## src/rtl/updi_pkg.sv

```systemverilog
// Shared states, error codes and UPDI byte constants for the instruction sequencer.
// Latency: none; declarations only.
// Backpressure: none; declarations only.
package updi_pkg;

  typedef enum logic [2:0] {
    ST_IDLE,
    ST_WR_SYNCH,
    ST_WR_OPCODE,
    ST_WR_DATA,
    ST_WAIT_ACK,
    ST_RD_RESP
  } updi_seq_state_t;

  typedef enum logic [1:0] {
    ERR_NONE    = 2'd0,
    ERR_TIMEOUT = 2'd1,
    ERR_BAD_ACK = 2'd2,
    ERR_ABORTED = 2'd3
  } updi_err_t;

  localparam logic [7:0] UPDI_SYNCH = 8'h55;
  localparam logic [7:0] UPDI_ACK   = 8'h40;

endpackage

```

## src/rtl/updi_timeout_counter.sv

```systemverilog
// Counts idle cycles while an RX byte is awaited; flags expiry at TIMEOUT_CYCLES-1.
// Latency: expired is combinational from the count register.
// Backpressure: none; clr wins over inc, and the count saturates at the expiry value.
module updi_timeout_counter #(
  parameter int TIMEOUT_CYCLES = 4096
) (
  input  logic clk,
  input  logic rst_n,
  input  logic clr,
  input  logic inc,
  output logic expired
);

  localparam int CW = $clog2(TIMEOUT_CYCLES);
  localparam logic [CW-1:0] LAST = CW'(TIMEOUT_CYCLES - 1);

  logic [CW-1:0] cnt;

  assign expired = (cnt == LAST);

  // Idle-cycle count: restart on clr, otherwise advance until the expiry value
  always_ff @(posedge clk or negedge rst_n) begin
    if (!rst_n) begin
      cnt <= '0;
    end else if (clr) begin
      cnt <= '0;
    end else if (inc && !expired) begin
      cnt <= cnt + CW'(1);
    end
  end

endmodule

```

## src/rtl/updi_instruction_sequencer.sv

```systemverilog
// Runs one UPDI instruction: SYNCH/opcode/data out to the TX FIFO, ACKs and response bytes in from RX.
// Latency: one TX byte per cycle as a registered write; RX bytes consumed in the cycle they are seen.
// Backpressure: holds state while tx_fifo_full; waits on rx_fifo_empty up to TIMEOUT_CYCLES per byte.
module updi_instruction_sequencer
  import updi_pkg::*;
#(
  parameter int MAX_DATA_SIZE  = 16,
  parameter int MAX_RX_SIZE    = 8,
  parameter int TIMEOUT_CYCLES = 4096,
  localparam int DW = $clog2(MAX_DATA_SIZE) + 1,
  localparam int RW = $clog2(MAX_RX_SIZE) + 1
) (
  input  logic                          clk,
  input  logic                          rst_n,
  input  logic                          start,
  input  logic                          abort,
  output logic                          ready,
  output logic                          done,
  output logic                          error,
  output updi_err_t                     error_code,
  output logic                          waiting_for_ack,
  input  logic                          send_synch,
  input  logic [7:0]                    opcode,
  input  logic [MAX_DATA_SIZE-1:0][7:0] data,
  input  logic [DW-1:0]                 data_len,
  input  logic [MAX_DATA_SIZE-1:0]      wait_ack_after,
  input  logic [RW-1:0]                 rx_len,
  output logic [7:0]                    tx_fifo_data,
  output logic                          tx_fifo_wr_en,
  input  logic                          tx_fifo_full,
  input  logic [7:0]                    rx_fifo_data,
  output logic                          rx_fifo_rd_en,
  input  logic                          rx_fifo_empty,
  output logic [MAX_RX_SIZE-1:0][7:0]   rx_data,
  output logic [RW-1:0]                 rx_count
);

  localparam int DI = DW - 1;
  localparam int RI = RW - 1;
  localparam logic [DW-1:0] DATA_MAX = DW'(MAX_DATA_SIZE);
  localparam logic [RW-1:0] RX_MAX   = RW'(MAX_RX_SIZE);

  updi_seq_state_t state, state_nxt, after_data;
  updi_err_t       end_code;

  logic                          init_done;
  logic                          send_synch_l;
  logic [7:0]                    opcode_l;
  logic [MAX_DATA_SIZE-1:0][7:0] data_l;
  logic [DW-1:0]                 data_len_l;
  logic [MAX_DATA_SIZE-1:0]      wait_ack_l;
  logic [RW-1:0]                 rx_len_l;

  logic [DW-1:0] data_idx, idx_nxt, idx_inc;
  logic          last_byte, latch, tx_push, capture, in_rx, expired;
  logic [7:0]    tx_byte;

  // ready stays low through reset and the first edge after release
  assign ready           = init_done && (state == ST_IDLE);
  assign in_rx           = (state == ST_WAIT_ACK) || (state == ST_RD_RESP);
  assign rx_fifo_rd_en   = in_rx && !rx_fifo_empty;
  assign waiting_for_ack = (state == ST_WAIT_ACK);
  assign error           = (error_code != ERR_NONE);
  assign idx_inc         = data_idx + DW'(1);
  assign last_byte       = (idx_inc == data_len_l);

  updi_timeout_counter #(.TIMEOUT_CYCLES(TIMEOUT_CYCLES)) u_timeout (
    .clk     (clk),
    .rst_n   (rst_n),
    .clr     (!in_rx || rx_fifo_rd_en),
    .inc     (in_rx && !rx_fifo_rd_en),
    .expired (expired)
  );

  // Next state, TX byte selection, RX consumption and instruction ending
  always_comb begin
    state_nxt  = state;
    idx_nxt    = data_idx;
    tx_push    = 1'b0;
    tx_byte    = 8'h00;
    capture    = 1'b0;
    latch      = 1'b0;
    done       = 1'b0;
    end_code   = ERR_NONE;
    after_data = (rx_len_l != '0) ? ST_RD_RESP : ST_IDLE;
    case (state)
      ST_IDLE: begin
        if (start && ready) begin
          latch     = 1'b1;
          state_nxt = send_synch ? ST_WR_SYNCH : ST_WR_OPCODE;
        end
      end
      ST_WR_SYNCH: begin
        if (!tx_fifo_full) begin
          tx_push   = 1'b1;
          tx_byte   = UPDI_SYNCH;
          state_nxt = ST_WR_OPCODE;
        end
      end
      ST_WR_OPCODE: begin
        if (!tx_fifo_full) begin
          tx_push   = 1'b1;
          tx_byte   = opcode_l;
          state_nxt = (data_len_l != '0) ? ST_WR_DATA : after_data;
        end
      end
      ST_WR_DATA: begin
        if (!tx_fifo_full) begin
          tx_push = 1'b1;
          tx_byte = data_l[data_idx[DI-1:0]];
          if (wait_ack_l[data_idx[DI-1:0]]) state_nxt = ST_WAIT_ACK;
          else if (last_byte)               state_nxt = after_data;
          else                              idx_nxt   = idx_inc;
        end
      end
      ST_WAIT_ACK: begin
        if (rx_fifo_rd_en) begin
          if (rx_fifo_data != UPDI_ACK) begin
            state_nxt = ST_IDLE;
            end_code  = ERR_BAD_ACK;
          end else if (last_byte) begin
            state_nxt = after_data;
          end else begin
            idx_nxt   = idx_inc;
            state_nxt = ST_WR_DATA;
          end
        end else if (expired) begin
          state_nxt = ST_IDLE;
          end_code  = ERR_TIMEOUT;
        end
      end
      ST_RD_RESP: begin
        if (rx_fifo_rd_en) begin
          capture = 1'b1;
          if (rx_count + RW'(1) == rx_len_l) state_nxt = ST_IDLE;
        end else if (expired) begin
          state_nxt = ST_IDLE;
          end_code  = ERR_TIMEOUT;
        end
      end
      default: state_nxt = ST_IDLE;
    endcase
    if (state != ST_IDLE && state_nxt == ST_IDLE) done = 1'b1;
    // abort overrides whatever this cycle would otherwise have done
    if (abort && state != ST_IDLE) begin
      state_nxt = ST_IDLE;
      tx_push   = 1'b0;
      capture   = 1'b0;
      end_code  = ERR_ABORTED;
      done      = 1'b1;
    end
  end

  // State register
  always_ff @(posedge clk or negedge rst_n) begin
    if (!rst_n) state <= ST_IDLE;
    else        state <= state_nxt;
  end

  // Descriptor capture at start; lengths clamped to the supported maxima
  always_ff @(posedge clk or negedge rst_n) begin
    if (!rst_n) begin
      send_synch_l <= 1'b0;
      opcode_l     <= '0;
      data_l       <= '0;
      data_len_l   <= '0;
      wait_ack_l   <= '0;
      rx_len_l     <= '0;
    end else if (latch) begin
      send_synch_l <= send_synch;
      opcode_l     <= opcode;
      data_l       <= data;
      data_len_l   <= (data_len > DATA_MAX) ? DATA_MAX : data_len;
      wait_ack_l   <= wait_ack_after;
      rx_len_l     <= (rx_len > RX_MAX) ? RX_MAX : rx_len;
    end
  end

  // Datapath: data index, response capture, result code and registered TX write
  always_ff @(posedge clk or negedge rst_n) begin
    if (!rst_n) begin
      init_done     <= 1'b0;
      data_idx      <= '0;
      rx_count      <= '0;
      rx_data       <= '0;
      error_code    <= ERR_NONE;
      tx_fifo_wr_en <= 1'b0;
      tx_fifo_data  <= '0;
    end else begin
      init_done     <= 1'b1;
      tx_fifo_wr_en <= tx_push;
      if (tx_push) tx_fifo_data <= tx_byte;
      if (latch) begin
        data_idx   <= '0;
        rx_count   <= '0;
        error_code <= ERR_NONE;
      end else begin
        data_idx <= idx_nxt;
        if (capture) begin
          rx_data[rx_count[RI-1:0]] <= rx_fifo_data;
          rx_count                  <= rx_count + RW'(1);
        end
        if (done) error_code <= end_code;
      end
    end
  end

  // send_synch_l is consumed only through the IDLE transition choice; keep it observable
  logic unused_ok;
  assign unused_ok = send_synch_l;

endmodule
```

## config.mk

```make
export PLATFORM = sky130hd
export DESIGN_NAME = updi_instruction_sequencer
export DESIGN_NICKNAME = d
export VERILOG_FILES = /design/src/rtl/updi_pkg.sv /design/src/rtl/updi_timeout_counter.sv /design/src/rtl/updi_instruction_sequencer.sv
export SDC_FILE = /design/constraint.sdc
export NUM_CORES = 1
export LEC_CHECK = 0
export CAP_MARGIN = 30
export CORE_MARGIN = 2
export CORE_UTILIZATION = 60
export CTS_BUF_LIST = sky130_fd_sc_hd__clkbuf_8
export DETAILED_ROUTE_END_ITERATION = 8
export DONT_BUFFER_PORTS = 1
export GPL_TIMING_DRIVEN = 0
export PLACE_DENSITY = 0.79
export SYNTH_ARGS = -nofsm -noshare
export SYNTH_HDL_FRONTEND = slang
export SYNTH_SLANG_ARGS = --single-unit
```

## constraint.sdc

```tcl
create_clock -name clk -period 2.75 [get_ports clk]
set_input_delay 0.1375 -clock clk [delete_from_list [all_inputs] [get_ports clk]]
set_output_delay 0.1375 -clock clk [all_outputs]
set_load 0.1 [all_outputs]
```

== Yosys cells after proc, flatten, opt, wreduce, memory -nomap -nowiden ==
Index checks and enable logic that the tools add are counted.
Word-level totals
  register bits after elaboration: 261
  input port bits: 176
  output and inout port bits: 84
  word-level logic and storage cells: 144
Operators by class
  $add $sub $neg: 3
  $lt $le $gt $ge: 5
  equal/unequal tests: 13
  multiplexer cells: 59
  bitwise logic cells: 1
  reduce and logical (&&, ||, !) cells: 27
Operator list (number)
  64-bit bitwise mux: 1
  3-bit 2-to-1 mux: 15
  5-bit 2-to-1 mux: 7
  8-bit binary-select mux with 4-bit select: 1
  8-bit 2-to-1 mux: 4
  8-bit demux with 3-bit select: 1
  12-bit 2-to-1 mux: 2
  8-bit one-hot mux with 3 select lines: 1
  3-bit one-hot mux with 6 select lines: 1
  2-bit 2-to-1 mux: 7
  12-bit by 1-bit adder with 12-bit output, second input constant: 1
  12-bit == test, second input constant: 1
  1-bit 2-to-1 mux: 12
  4-bit 2-to-1 mux: 3
  5-bit one-hot mux with 2 select lines: 1
  3-bit != test, second input constant: 3
  1-bit logical AND: 8
  8-bit by 7-bit != test with 1-bit output, second input constant: 1
  2-bit nonzero test: 4
  7-bit 2-to-1 mux: 1
  3-bit by 2-bit == test with 1-bit output, second input constant: 2
  3-bit == test, second input constant: 2
  3-bit zero test: 2
  3-bit nonzero test: 2
  21 further kinds: 25

== Longest topological paths before layout ==
Gate-level depths: netlist of the first run.
  depth after elaboration: 12
  gate-level depth with buffers: 9
  gate-level depth less buffers: 8

== Cells and area by module ==
Synthesis of the first run repeated with hierarchy kept, for this count alone.
Second synthesis, totals
  cells, all modules: 1145
  area, all modules: 11878.9 µm²
By module, submodules not included
  updi_instruction_sequencer: times used 1, cells each 1079, area each 11232.0 µm², sequential area each 6231.0 µm²
  updi_timeout_counter: times used 1, cells each 66, area each 646.9 µm², sequential area each 300.3 µm²

== Worst setup path after synthesis of the first run ==
No wires, ideal clock.
  path kind: flip-flop to output port
  start point: reg state[2]
  end point: out done
  arrival time: 5305 ps
  data required time: 2612 ps
  setup slack: -2692 ps
  cell stages (with the launch flop): 9
  path buffers: 1
  path through: dfrtp_1 -> buf_4 -> nor4b_1 -> nand2_1 -> nor2_1 -> a21oi_1 -> a21oi_1 -> or4_4 -> inv_1
Between the ends
  word-level cells in the longest chain between the ends: 9
  elaborated cells on any way between the ends: 27
  those cells by class: eq/ne (5); mux (13); reduce/logical (9)
Ends and longest elaborated chain
  from (decl): RTL line updi_instruction_sequencer.sv:43  | updi_seq_state_t state, state_nxt, after_data;
  from (signal assigned): RTL line updi_instruction_sequencer.sv:157  | else state <= state_nxt;
  3-bit zero test: RTL line updi_instruction_sequencer.sv:59  | assign ready = init_done && (state == ST_IDLE);
  1-bit logical AND: RTL line updi_instruction_sequencer.sv:59
  via ready: RTL line updi_instruction_sequencer.sv:17  | output logic ready,
  1-bit logical AND: RTL line updi_instruction_sequencer.sv:88  | if (start && ready) begin
  3-bit 2-to-1 mux: RTL line updi_instruction_sequencer.sv:88
  3-bit one-hot mux with 6 select lines: RTL line updi_instruction_sequencer.sv:86  | case (state)
  3-bit zero test: RTL line updi_instruction_sequencer.sv:143  | if (state != ST_IDLE && state_nxt == ST_IDLE) done = 1'b1;
  1-bit logical AND: RTL line updi_instruction_sequencer.sv:143
  1-bit 2-to-1 mux: RTL line updi_instruction_sequencer.sv:143
  1-bit 2-to-1 mux: RTL line updi_instruction_sequencer.sv:145  | if (abort && state != ST_IDLE) begin
  to (decl): RTL line updi_instruction_sequencer.sv:18  | output logic done,
The timed path passes the listed nets, and every way through them passes these cells.

== Worst setup path in the final report of the first run ==
  start point: reg state[2]
  end point: out done
Between the ends
  word-level cells in the longest chain between the ends: 9
  elaborated cells on any way between the ends: 27
  those cells by class: eq/ne (5); mux (13); reduce/logical (9)
Ends and longest elaborated chain
  3-bit == test: RTL line updi_instruction_sequencer.sv:60  | assign in_rx = (state == ST_WAIT_ACK) || (state == ST_RD_RESP);
  1-bit logical OR (*): RTL line updi_instruction_sequencer.sv:60
  1-bit logical AND (*): RTL line updi_instruction_sequencer.sv:61  | assign rx_fifo_rd_en = in_rx && !rx_fifo_empty;
  via rx_fifo_rd_en: RTL line updi_instruction_sequencer.sv:32  | output logic rx_fifo_rd_en,
  3-bit 2-to-1 mux (on tied branches): RTL line updi_instruction_sequencer.sv:133, updi_instruction_sequencer.sv:117
  3-bit one-hot mux with 6 select lines (*): RTL line updi_instruction_sequencer.sv:86
  3-bit zero test (*): RTL line updi_instruction_sequencer.sv:143
  1-bit logical AND (*): RTL line updi_instruction_sequencer.sv:143
  1-bit 2-to-1 mux (*): RTL line updi_instruction_sequencer.sv:143
  1-bit 2-to-1 mux (*): RTL line updi_instruction_sequencer.sv:145
Mark *: on every way through the listed nets, which the timed path passes. The rest lies on a longest branch.

==> impl_metrics.toml, run 1 <==
[floorplan]
die_h_um = 143
fp.coreArea_um2 = 19300
io-pin-count = 260
die_area_um2 = 20600
start_util_pct = 60.6
die_w_um = 143
num_rows = 51

[final_layout]
final_cells = 1662
drive_above_1_share_pct = 17.1
final_util_pct = 77.9
nNetsFinal = 1538
area_growth_pct = 28.7

[detailed_routing]
wirelength_um = 36100
routedWlPerCell_um = 21.7
ant_nets = 0
drcViolationCount = 0
via_per_inst = 5.87
drt_first_iter_violations = 904
vias = 9751
first_pass_iters = 5

[placed_design]
portBuffers = 0
gp_congestion = 0.882
hpwl_um = 21600
post-place-cells = 1391

[global_routing]
antenna_found_initial = 3
gr-usage-all-layers_pct = 35.4
grt_pass1_vias = 10200
grt.overflow.total = 0
grt_max_degree = 262
grt_pass1_wl_um = 55000

[worst_setup_path]
crit_fanout = 4
cp_data_arrival_time_ns = 3.56
worst_setup_path_start_kind = "flop"
critical_path_class = "reg2out"
endpoint_kind = "primary output"
cp.required_ns = 2.61

[cts]
ctsHoldBuffers = 172
path_clk_slew_ns = 0.07
cts_max_level = 2
cts_root_buffer = "clkbuf_8"
clock-sinks = 261
cts_tree = "done"
clockBufferDepth = 3
insertion_delay_ns = 0.57
cts_made_buffers = 43

[hold_path]
hp-class = "in2async"

[timing]
maxSlewViolCount = 0
worst_pin_slew_ns = 1.01
finClkSkew_ns = 0.0224
rsz0062_at_grt = "true"
period_share_pct = 135
max_freq_mhz = 270
relSlewSlack_pct = 32.9
hold_violations = 261
hold_slack_ns = -0.735
finalCriticalPeriod_ns = 3.70
layout_setup_ws_ns = -0.952
final-setup-viol-count = 34

[logic_synthesis]
syn_area_per_cell_um2 = 10.4
seq_area_frac_synth_pct = 56.0
yosysMostFrequentCell = "nand2_1"
synth-edff-count = 0
async_flop_share_pct = 100
synth_top_flop_cell = "dfrtp_1"
syn_nets = 1301
yosys-top-cells-count = "503 x nand2_1, 261 x dfrtp_1, 64 x mux2_2, 46 x clkbuf_1, 40 x mux4_2"
synth_area_um2 = 11700
synth_seq_cells = 261
synthTopCellsByArea = "dfrtp_1 56%, nand2_1 16%, mux4_2 7.7%"
yosysUniqueCellTypes = 59
synth_top_area_cell = "dfrtp_1"
ys_warn_count = 0
synth_top_area_share_pct = 56.0
synthCells = 1122

[power_and_ir_drop]
power.density_nw_per_um2 = 970
power.leakage_nw = 7.27
ir_drop_uv = 589

[run]
drv_cap = 0

[outcome]
violations = "hold timing, setup timing"
status = "finished, violations left"
area by class of cell:
type / count / area (um^2)
Tap cell: 265 / 332
Antenna cell: 5 / 12.5
Timing Repair Buffer: 193 / 1910
Multi-Input combinational cell: 796 / 4970
Clock buffer: 56 / 771
Fill cell: 1188 / 4250
Clock inverter: 22 / 185
Buffer: 56 / 253
Sequential cell: 261 / 6550
Inverter: 8 / 37.5
critical path, cell delays in order (launching register included):
cell and delay [ns]:
dfrtp_1 0.41, or3b_4 0.27, clkinvlp_4 0.46, nand4b_1 0.37, o22ai_2 0.11, o21ai_1 0.08, or3b_4 0.40, or4_4 0.55
clkinvlp_4 0.36
cell usage in the layout, fill, tap and decap left out, drive strengths merged, types with 10 or more instances in the layout:
master / n
nor3: 10
mux2: 64
clkinv: 10
clkbuf: 103
nand2: 503
buf: 30
inv: 13
o21ai: 22
a21oi: 20
mux4: 45
dfrtp: 261
nor2: 20
dlygate4sd3: 172
final timing paths:
check	startpoint	endpoint	slack (ns)	cells past startpoint
min in group clk	send_synch	state[0]	0.05	4
worst min-delay path	rst_n	data_l[117]	-0.74	0
worst min register to register	wait_ack_l[1]	wait_ack_l[1]	0.47	2
worst max-delay path	state[2]	done	-0.95	8
worst max register to register	state[2]	error_code[0]	-0.60	10
max in group asynchronous	rst_n	data_l[85]	3.05	0
where the power goes:
group | switching, W | total, W | internal [W]
registers | 0.00152 | 0.00659 | 0.00507
clock network | 0.00165 | 0.00377 | 0.00212
logic | 0.00234 | 0.00421 | 0.00187
total | 0.00551 | 0.0146 | 0.00906
cell families after synthesis:
family                   count (synthesis)  share of synthesized area, %
AO/OA/AOI/OAI                           66                          3.63
XOR/XNOR                                16                          1.20
adder cells (fa/ha/maj)                  3                         0.322
buffers and inverters                   65                          2.26
flip-flops                             261                          56.0
multiplexers                           114                          15.4
other                                    1                        0.0321
AND/OR/NAND/NOR                        596                          21.1
registers in the layout (all words and copies together) (netlist names):
| signal | flops |
|---|---|
| data_idx | 5 |
| data_l | 128 |
| data_len_l | 5 |
| error_code | 2 |
| init_done | 1 |
| opcode_l | 8 |
| rx_count | 4 |
| rx_data | 64 |
| rx_len_l | 4 |
| state | 3 |
| tx_fifo_data | 8 |
| tx_fifo_wr_en | 1 |
| u_timeout.cnt | 12 |
| wait_ack_l | 16 |
through the flow:
| stage | hold WS, ns | TNS, ns | total power [W] | worst slack (ns) | cell area, um^2 |
|---|---|---|---|---|---|
| final | -0.735 | -5.71 | 0.0146 | -0.952 | 15000 |
| after global routing | -0.738 | -7.85 | 0.0153 | -1.02 | 15000 |
| after CTS | -0.740 | -3.14 | 0.0143 | -0.867 | 14900 |
| after detailed placement | -0.151 | -11.06 | 0.0103 | -0.389 | 12100 |
| after global placement | -0.152 | -103.67 | 0.0100 | -0.808 | 12100 |
| after floorplan | -0.158 | -0.438 | 0.00920 | -0.254 | 11700 |
what timing repair did:
item / CTS / global route
pin swaps: 6 / 7
endpoints found under the setup margin: 57 / 144
buffers inserted: 12 / 5
hold endpoints to repair: 499 / 261
gates resized for setup: 21 / 23
layer usage:
layer	up-vias	share of wire [%]	global-route usage, %
met4	0	4.6	16.5
met3	128	8.8	8.73
met2	542	51	60.2
met5	-	0	0
met1	4844	36	42.6
li1	4237	-	-
Power figures use the tool's default switching activity.
==> inputs of run 2 (changes only) <==
--- a/config.mk
+++ b/config.mk
@@ -6,13 +6,15 @@
 export NUM_CORES = 1
 export LEC_CHECK = 0
 export CAP_MARGIN = 30
+export CELL_PAD_IN_SITES_DETAIL_PLACEMENT = 0
+export CELL_PAD_IN_SITES_GLOBAL_PLACEMENT = 1
 export CORE_MARGIN = 2
-export CORE_UTILIZATION = 60
+export CORE_UTILIZATION = 46
 export CTS_BUF_LIST = sky130_fd_sc_hd__clkbuf_8
 export DETAILED_ROUTE_END_ITERATION = 8
 export DONT_BUFFER_PORTS = 1
 export GPL_TIMING_DRIVEN = 0
-export PLACE_DENSITY = 0.79
+export PLACE_DENSITY_LB_ADDON = 0.1
 export SYNTH_ARGS = -nofsm -noshare
 export SYNTH_HDL_FRONTEND = slang
 export SYNTH_SLANG_ARGS = --single-unit
==> run 2 against run 1 <==
Net effect:
- the run still ends with hold timing, setup timing left
- clock-buffer cell count up 1
- via count down 8.0%
- highest routed layer unchanged
- hold slack better by 0.012 ns
- first-iteration DRC count decreased by 27%
- sequential power decreased by 1%
- wire length fell by 6.2%
==> impl_metrics.toml, run 2 (synthesis results as in run 1) <==
[worst_setup_path]
r2r_end = "error_code[0]"
endpoint_kind = "primary output"
r2r-start = "state[2]"
worst_setup_path_start_kind = "flop"
max_stage_delay_ns = 0.46
crit_fanout = 4
reg2reg_depth = 9
reg2reg_slack_ns = -0.33
worstSetupStartpoint = "state[2]"
crit_path_end = "done"
cp.required_ns = 2.61
crit_buf_inv = 2
crit_family = "simple AND/OR/NAND/NOR gates"
critPathSlowestCell = "or4_4"
cp_num_cells = 8
critical_path_class = "reg2out"
cp_data_arrival_time_ns = 3.43
crit_chain = "or3b_4 -> clkinvlp_4 -> nand4b_1 -> o22ai_2 -> o21ai_1 -> or3b_4 -> or4_4 -> clkinvlp_4"

[timing]
max_freq_mhz = 280
layout_setup_ws_ns = -0.817
maxSlewViolCount = 0
finClkSkew_ns = 0.0244
period_share_pct = 130
relSlewSlack_pct = 32.8
hold_slack_ns = -0.723
finalCriticalPeriod_ns = 3.57
final-setup-viol-count = 9
rsz0062_at_grt = "true"
hold_violations = 261
worst_pin_slew_ns = 1.01

[detailed_routing]
top_layer = "met4"
met1Wirelength_um = 14100
drcViolationCount = 0
wl_met3_um = 2450
via_per_inst = 5.20
drt_first_iter_violations = 661
routedWlPerCell_um = 19.6
wirelength_um = 33900
wl_met2_um = 16500
first_pass_iters = 5
vias = 8972
ant_nets = 0

[final_layout]
regArea_um2 = 6550
layout_common_cells = "502 x nand2_1, 255 x dfrtp_1, 172 x dlygate4sd3_1, 64 x mux2_2, 57 x clkbuf_8"
drive_above_1_share_pct = 16.5
final_common_cell = "nand2_1"
final_cells = 1726
top_register = "data_l"
largest_reg_flops = 128
fill_cells = 2215
final_util_pct = 59.9
nNetsFinal = 1541
top_regs = "data_l (128), rx_data (64), wait_ack_l (16)"
area_growth_pct = 28.6
finalInstanceArea_um2 = 15000
multiInputGateArea_um2 = 4940

[global_routing]
grt.overflow.total = 0
antenna_found_initial = 2
grt_pass1_wl_um = 52600
gr-usage-all-layers_pct = 25.8
grt_max_degree = 262
grt_pass1_vias = 9250

[placed_design]
portBuffers = 0
gp_congestion = 0.830
hpwl_um = 22800
post-place-ws_ns = -0.420
post-place-cells = 1459
place_area_um2 = 12200

[power_and_ir_drop]
ir_drop_uv = 990
pwr-share-clk_pct = 24.4
p_sw_share_pct = 37.6
comb_power_share_pct = 29.3
p_int_w = 0.00881
p_switching_w = 0.00530
power.density_nw_per_um2 = 940
seqPwrFrac_pct = 46.2
power.leakage_nw = 7.26

[cts]
cts_made_buffers = 46
clockBufferDepth = 3
insertion_delay_ns = 0.56
cts_max_level = 2
cts_tree = "done"
path_clk_slew_ns = 0.06
cts_root_buffer = "clkbuf_8"
clock-sinks = 261
ctsHoldBuffers = 172

[outcome]
violations = "hold timing, setup timing"
status = "finished, violations left"

[floorplan]
die_area_um2 = 26700
start_util_pct = 46.6
fp.coreArea_um2 = 25000
die_h_um = 163
io-pin-count = 260
num_rows = 58
die_w_um = 163

[hold_path]
hp-class = "in2async"

[run]
drv_cap = 0
run 2: cell types whose count changed in the layout (fill, tap and decap cells not counted), moves of 2 or more:
cell	delta
inv_1	+10
buf_8	+3
buf_4	-7
bufinv_16	-3
clkinv_2	-6
clkbuf_4	-2
buf_1	+2
buf_2	+2
diode_2	-3
run 2: worst min path at each step:
stage / startpoint / to / slack, ns
2_1_floorplan: rst_n / data_idx[0] / -0.16
3_3_place_gp: rst_n / rx_data[25] / -0.15
3_5_place_dp: rst_n / rx_data[25] / -0.15
4_1_cts: rst_n / rx_data[32] / -0.76
5_1_grt: rst_n / rx_data[25] / -0.77
6_report: rst_n / rx_data[25] / -0.72
run 2: timing repair:
action | 4_1_cts | 5_1_grt
endpoints found under the hold margin | 499 | 261
pin swaps | 2 | 9
setup buffers | 10 | 4
endpoints found under the setup margin | 43 | 144
gates resized for setup | 11 | 17
run 2: cell type report:
class / count / area share (%)
antenna: 2 / 0.0333
buffer: 56 / 1.63
clock buffer: 57 / 5.23
clock inverter: 23 / 0.684
inverter: 8 / 0.250
multi-input combinational: 796 / 32.9
sequential: 261 / 43.6
tap: 330 / 2.75
timing repair buffer: 193 / 12.9
run 2: power groups by stage:
stage	Clock [W]	Combinational [W]	Sequential (W)
floorplan	0	0.00291	0.00630
global route	0.00375	0.00456	0.00667
finish	0.00345	0.00414	0.00652
global placement	0	0.00365	0.00654
detailed placement	0	0.00381	0.00657
CTS	0.00354	0.00414	0.00651
run 2: through the flow:
step | hold WS [ns] | total power, W | TNS (ns)
3_3_place_gp | -0.152 | 0.0102 | -122.22
5_1_grt | -0.766 | 0.0150 | -4.24
3_5_place_dp | -0.151 | 0.0104 | -8.99
2_1_floorplan | -0.158 | 0.00920 | -0.438
4_1_cts | -0.757 | 0.0142 | -6.46
6_report | -0.723 | 0.0141 | -2.15
run 2: layer usage:
| metal | up-vias | global-route usage [%] |
|---|---|---|
| li1 | 4239 | - |
| met1 | 4394 | 33.6 |
| met2 | 293 | 42.7 |
| met3 | 46 | 6.68 |
| met4 | 0 | 7.56 |
| met5 | - | 0 |
==> inputs of run 3 (changes only) <==
--- a/config.mk
+++ b/config.mk
@@ -5,11 +5,12 @@
 export SDC_FILE = /design/constraint.sdc
 export NUM_CORES = 1
 export LEC_CHECK = 0
+export ABC_AREA = 1
 export CAP_MARGIN = 30
 export CELL_PAD_IN_SITES_DETAIL_PLACEMENT = 0
 export CELL_PAD_IN_SITES_GLOBAL_PLACEMENT = 1
 export CORE_MARGIN = 2
-export CORE_UTILIZATION = 46
+export CORE_UTILIZATION = 44
 export CTS_BUF_LIST = sky130_fd_sc_hd__clkbuf_8
 export DETAILED_ROUTE_END_ITERATION = 8
 export DONT_BUFFER_PORTS = 1
@@ -18,3 +19,4 @@
 export SYNTH_ARGS = -nofsm -noshare
 export SYNTH_HDL_FRONTEND = slang
 export SYNTH_SLANG_ARGS = --single-unit
+export TNS_END_PERCENT = 50
==> run 3 against run 2 <==
Net effect:
- the run ends with hold timing left
- clock skew increased by 0.0073 ns
- clock-buffer cell count up 2
- final cell count increased by 20%
- die area increased by 6.3%
- power is 7.5% higher
- critical path depth rose by 5
- sequential power hardly changed
==> impl_metrics.toml, run 3 <==
[outcome]
status = "finished, violations left"
violations = "hold timing"

[final_layout]
drive_above_1_share_pct = 8.15
largest_reg_flops = 128
top_regs = "data_l (128), rx_data (64), wait_ack_l (16)"
final_common_cell = "nand2_1"
area_growth_pct = 28.5
layout_common_cells = "465 x nand2_1, 255 x dfrtp_1, 252 x o21ai_0, 181 x dlygate4sd3_1, 156 x inv_1"
nNetsFinal = 1879
top_register = "data_l"

[floorplan]
die_h_um = 168
fp.coreArea_um2 = 26700
num_rows = 60
start_util_pct = 44.5
die_w_um = 168
io-pin-count = 260
die_area_um2 = 28300

[cts]
clockBufferDepth = 3
insertion_delay_ns = 0.56
cts_tree = "done"
clock-sinks = 261
cts_root_buffer = "clkbuf_8"
ctsHoldBuffers = 181
cts_max_level = 2
cts_made_buffers = 46
path_clk_slew_ns = 0.06

[timing]
finalCriticalPeriod_ns = 2.75
period_share_pct = 100
maxSlewViolCount = 0
hold_slack_ns = -0.700
finClkSkew_ns = 0.0317
worst_pin_slew_ns = 0.965
hold_violations = 261
rsz0062_at_grt = "true"
relSlewSlack_pct = 35.7
final-setup-viol-count = 0
max_freq_mhz = 364

[power_and_ir_drop]
pwr-share-clk_pct = 23.7
total_power_w = 0.0152
power.leakage_nw = 7.15
ir_drop_uv = 469
p_sw_share_pct = 41.9
seqPwrFrac_pct = 42.9
comb_power_share_pct = 33.4
power.density_nw_per_um2 = 993
p_switching_w = 0.00636
p_int_w = 0.00881

[worst_setup_path]
worst_setup_path_start_kind = "flop"
cp_data_arrival_time_ns = 2.61
endpoint_kind = "primary output"
reg2reg_depth = 8
critical_path_class = "reg2out"
r2r-start = "data_idx[0]"
worstSetupStartpoint = "data_idx[0]"
reg2reg_slack_ns = 0.05
cp.required_ns = 2.61
r2r_end = "tx_fifo_data[3]"
crit_fanout = 6

[placed_design]
gp_congestion = 0.870
portBuffers = 0
hpwl_um = 26700

[global_routing]
grt_pass1_vias = 10900
grt.overflow.total = 0
grt_max_degree = 262
antenna_found_initial = 2
gr-usage-all-layers_pct = 27.8
grt_pass1_wl_um = 61100

[logic_synthesis]
synthCells = 1466
syn_area_per_cell_um2 = 8.11
async_flop_share_pct = 100
yosys-top-cells-count = "472 x nand2_1, 261 x dfrtp_1, 252 x o21ai_0, 143 x inv_1, 78 x a21oi_1"
synth_seq_cells = 261
ys_warn_count = 0
synth_top_area_share_pct = 54.9
synth_top_area_cell = "dfrtp_1"
synth_top_flop_cell = "dfrtp_1"
yosysUniqueCellTypes = 40
synthTopCellsByArea = "dfrtp_1 55%, nand2_1 15%, o21ai_0 11%"
synth_area_um2 = 11900
seq_area_frac_synth_pct = 54.9
syn_nets = 1645
synth-edff-count = 0
yosysMostFrequentCell = "nand2_1"

[detailed_routing]
first_pass_iters = 7
wirelength_um = 39300
ant_nets = 0
routedWlPerCell_um = 19.0
vias = 10900
drt_first_iter_violations = 829
drcViolationCount = 0
via_per_inst = 5.25

[run]
drv_cap = 0

[hold_path]
hp-class = "in2async"
run 3: cell types whose count changed after synthesis, sizes merged, moves of 14 or more:
cell	delta
a21oi	+58
nand4	+18
inv	+143
nand3	+64
nor2	+14
mux4	-45
mux2	-64
o21ai	+232
nand2	-30
run 3: stage by stage:
| stage | TNS [ns] | setup slack, ns | util, % | instances | area (um^2) |
|---|---|---|---|---|---|
| floorplan | 0 | 0.0513 | - | 1466 | 11900 |
| global placement | -0.391 | -0.316 | 46.1 | 1807 | 12300 |
| detailed placement | -0.248 | -0.248 | 46.3 | 1810 | 12400 |
| CTS | -0.0294 | -0.0294 | 57.1 | 2072 | 15300 |
| global route | -0.234 | -0.147 | 57.2 | 2074 | 15300 |
| finish | 0 | 0.000759 | 57.2 | 2075 | 15300 |
run 3: how the worst max path moves through the flow:
stage,endpoint,slack [ns]
finish,done,0.0008
global route,done,-0.15
CTS,done,-0.03
detailed placement,done,-0.25
global placement,done,-0.32
floorplan,done,0.05
run 3: kinds of logic after synthesis:
kind of cell | synth area share [%]
AND/OR/NAND/NOR | 21.6
flip-flops | 54.9
other | 0.0315
AO/OA/AOI/OAI | 15.4
buffers and inverters | 7.41
adder cells (fa/ha/maj) | 0.316
XOR/XNOR | 0.295
run 3: power groups by stage:
stage | combinational, W | sequential [W] | clock [W]
floorplan | 0.00335 | 0.00629 | 0
detailed placement | 0.00462 | 0.00656 | 0
global placement | 0.00454 | 0.00653 | 0
CTS | 0.00502 | 0.00651 | 0.00366
global route | 0.00571 | 0.00663 | 0.00384
finish | 0.00507 | 0.00651 | 0.00359
run 3: layout make-up:
type,count,area [um^2]
fill,2489,11400
sequential,261,6550
multi-input combinational,979,4590
timing repair buffer,187,1890
clock buffer,59,812
inverter,152,571
tap,341,427
buffer,73,323
clock inverter,20,111
antenna,3,7.51
run 3: metal layers:
layer / track usage (%) / up-vias / wire length, um
li1: - / 5233 / -
met1: 36.6 / 5185 / 16900
met2: 46.3 / 380 / 18800
met3: 4.96 / 86 / 2380
met4: 10.4 / 0 / 1320
met5: 0 / - / 0
run 3: worst max-delay path: stages, from the launching register on:
cell	delay (ns)
dfrtp_2	0.47
ha_4	0.20
nand3_1	0.09
nand2_1	0.08
nand2_1	0.10
nand2_1	0.06
nand2_1	0.12
nand3_2	0.14
or2_0	0.24
nand2_1	0.08
nand2_2	0.08
nor2_4	0.11
nand3_4	0.11
nand2_8	0.19
run 3: repair_timing:
item / CTS / global route
endpoints found under the setup margin: 4 / 10
buffers inserted: 2 / 1
pin swaps: 18 / 2
endpoints found under the hold margin: 499 / 261
resized for setup: 30 / 9
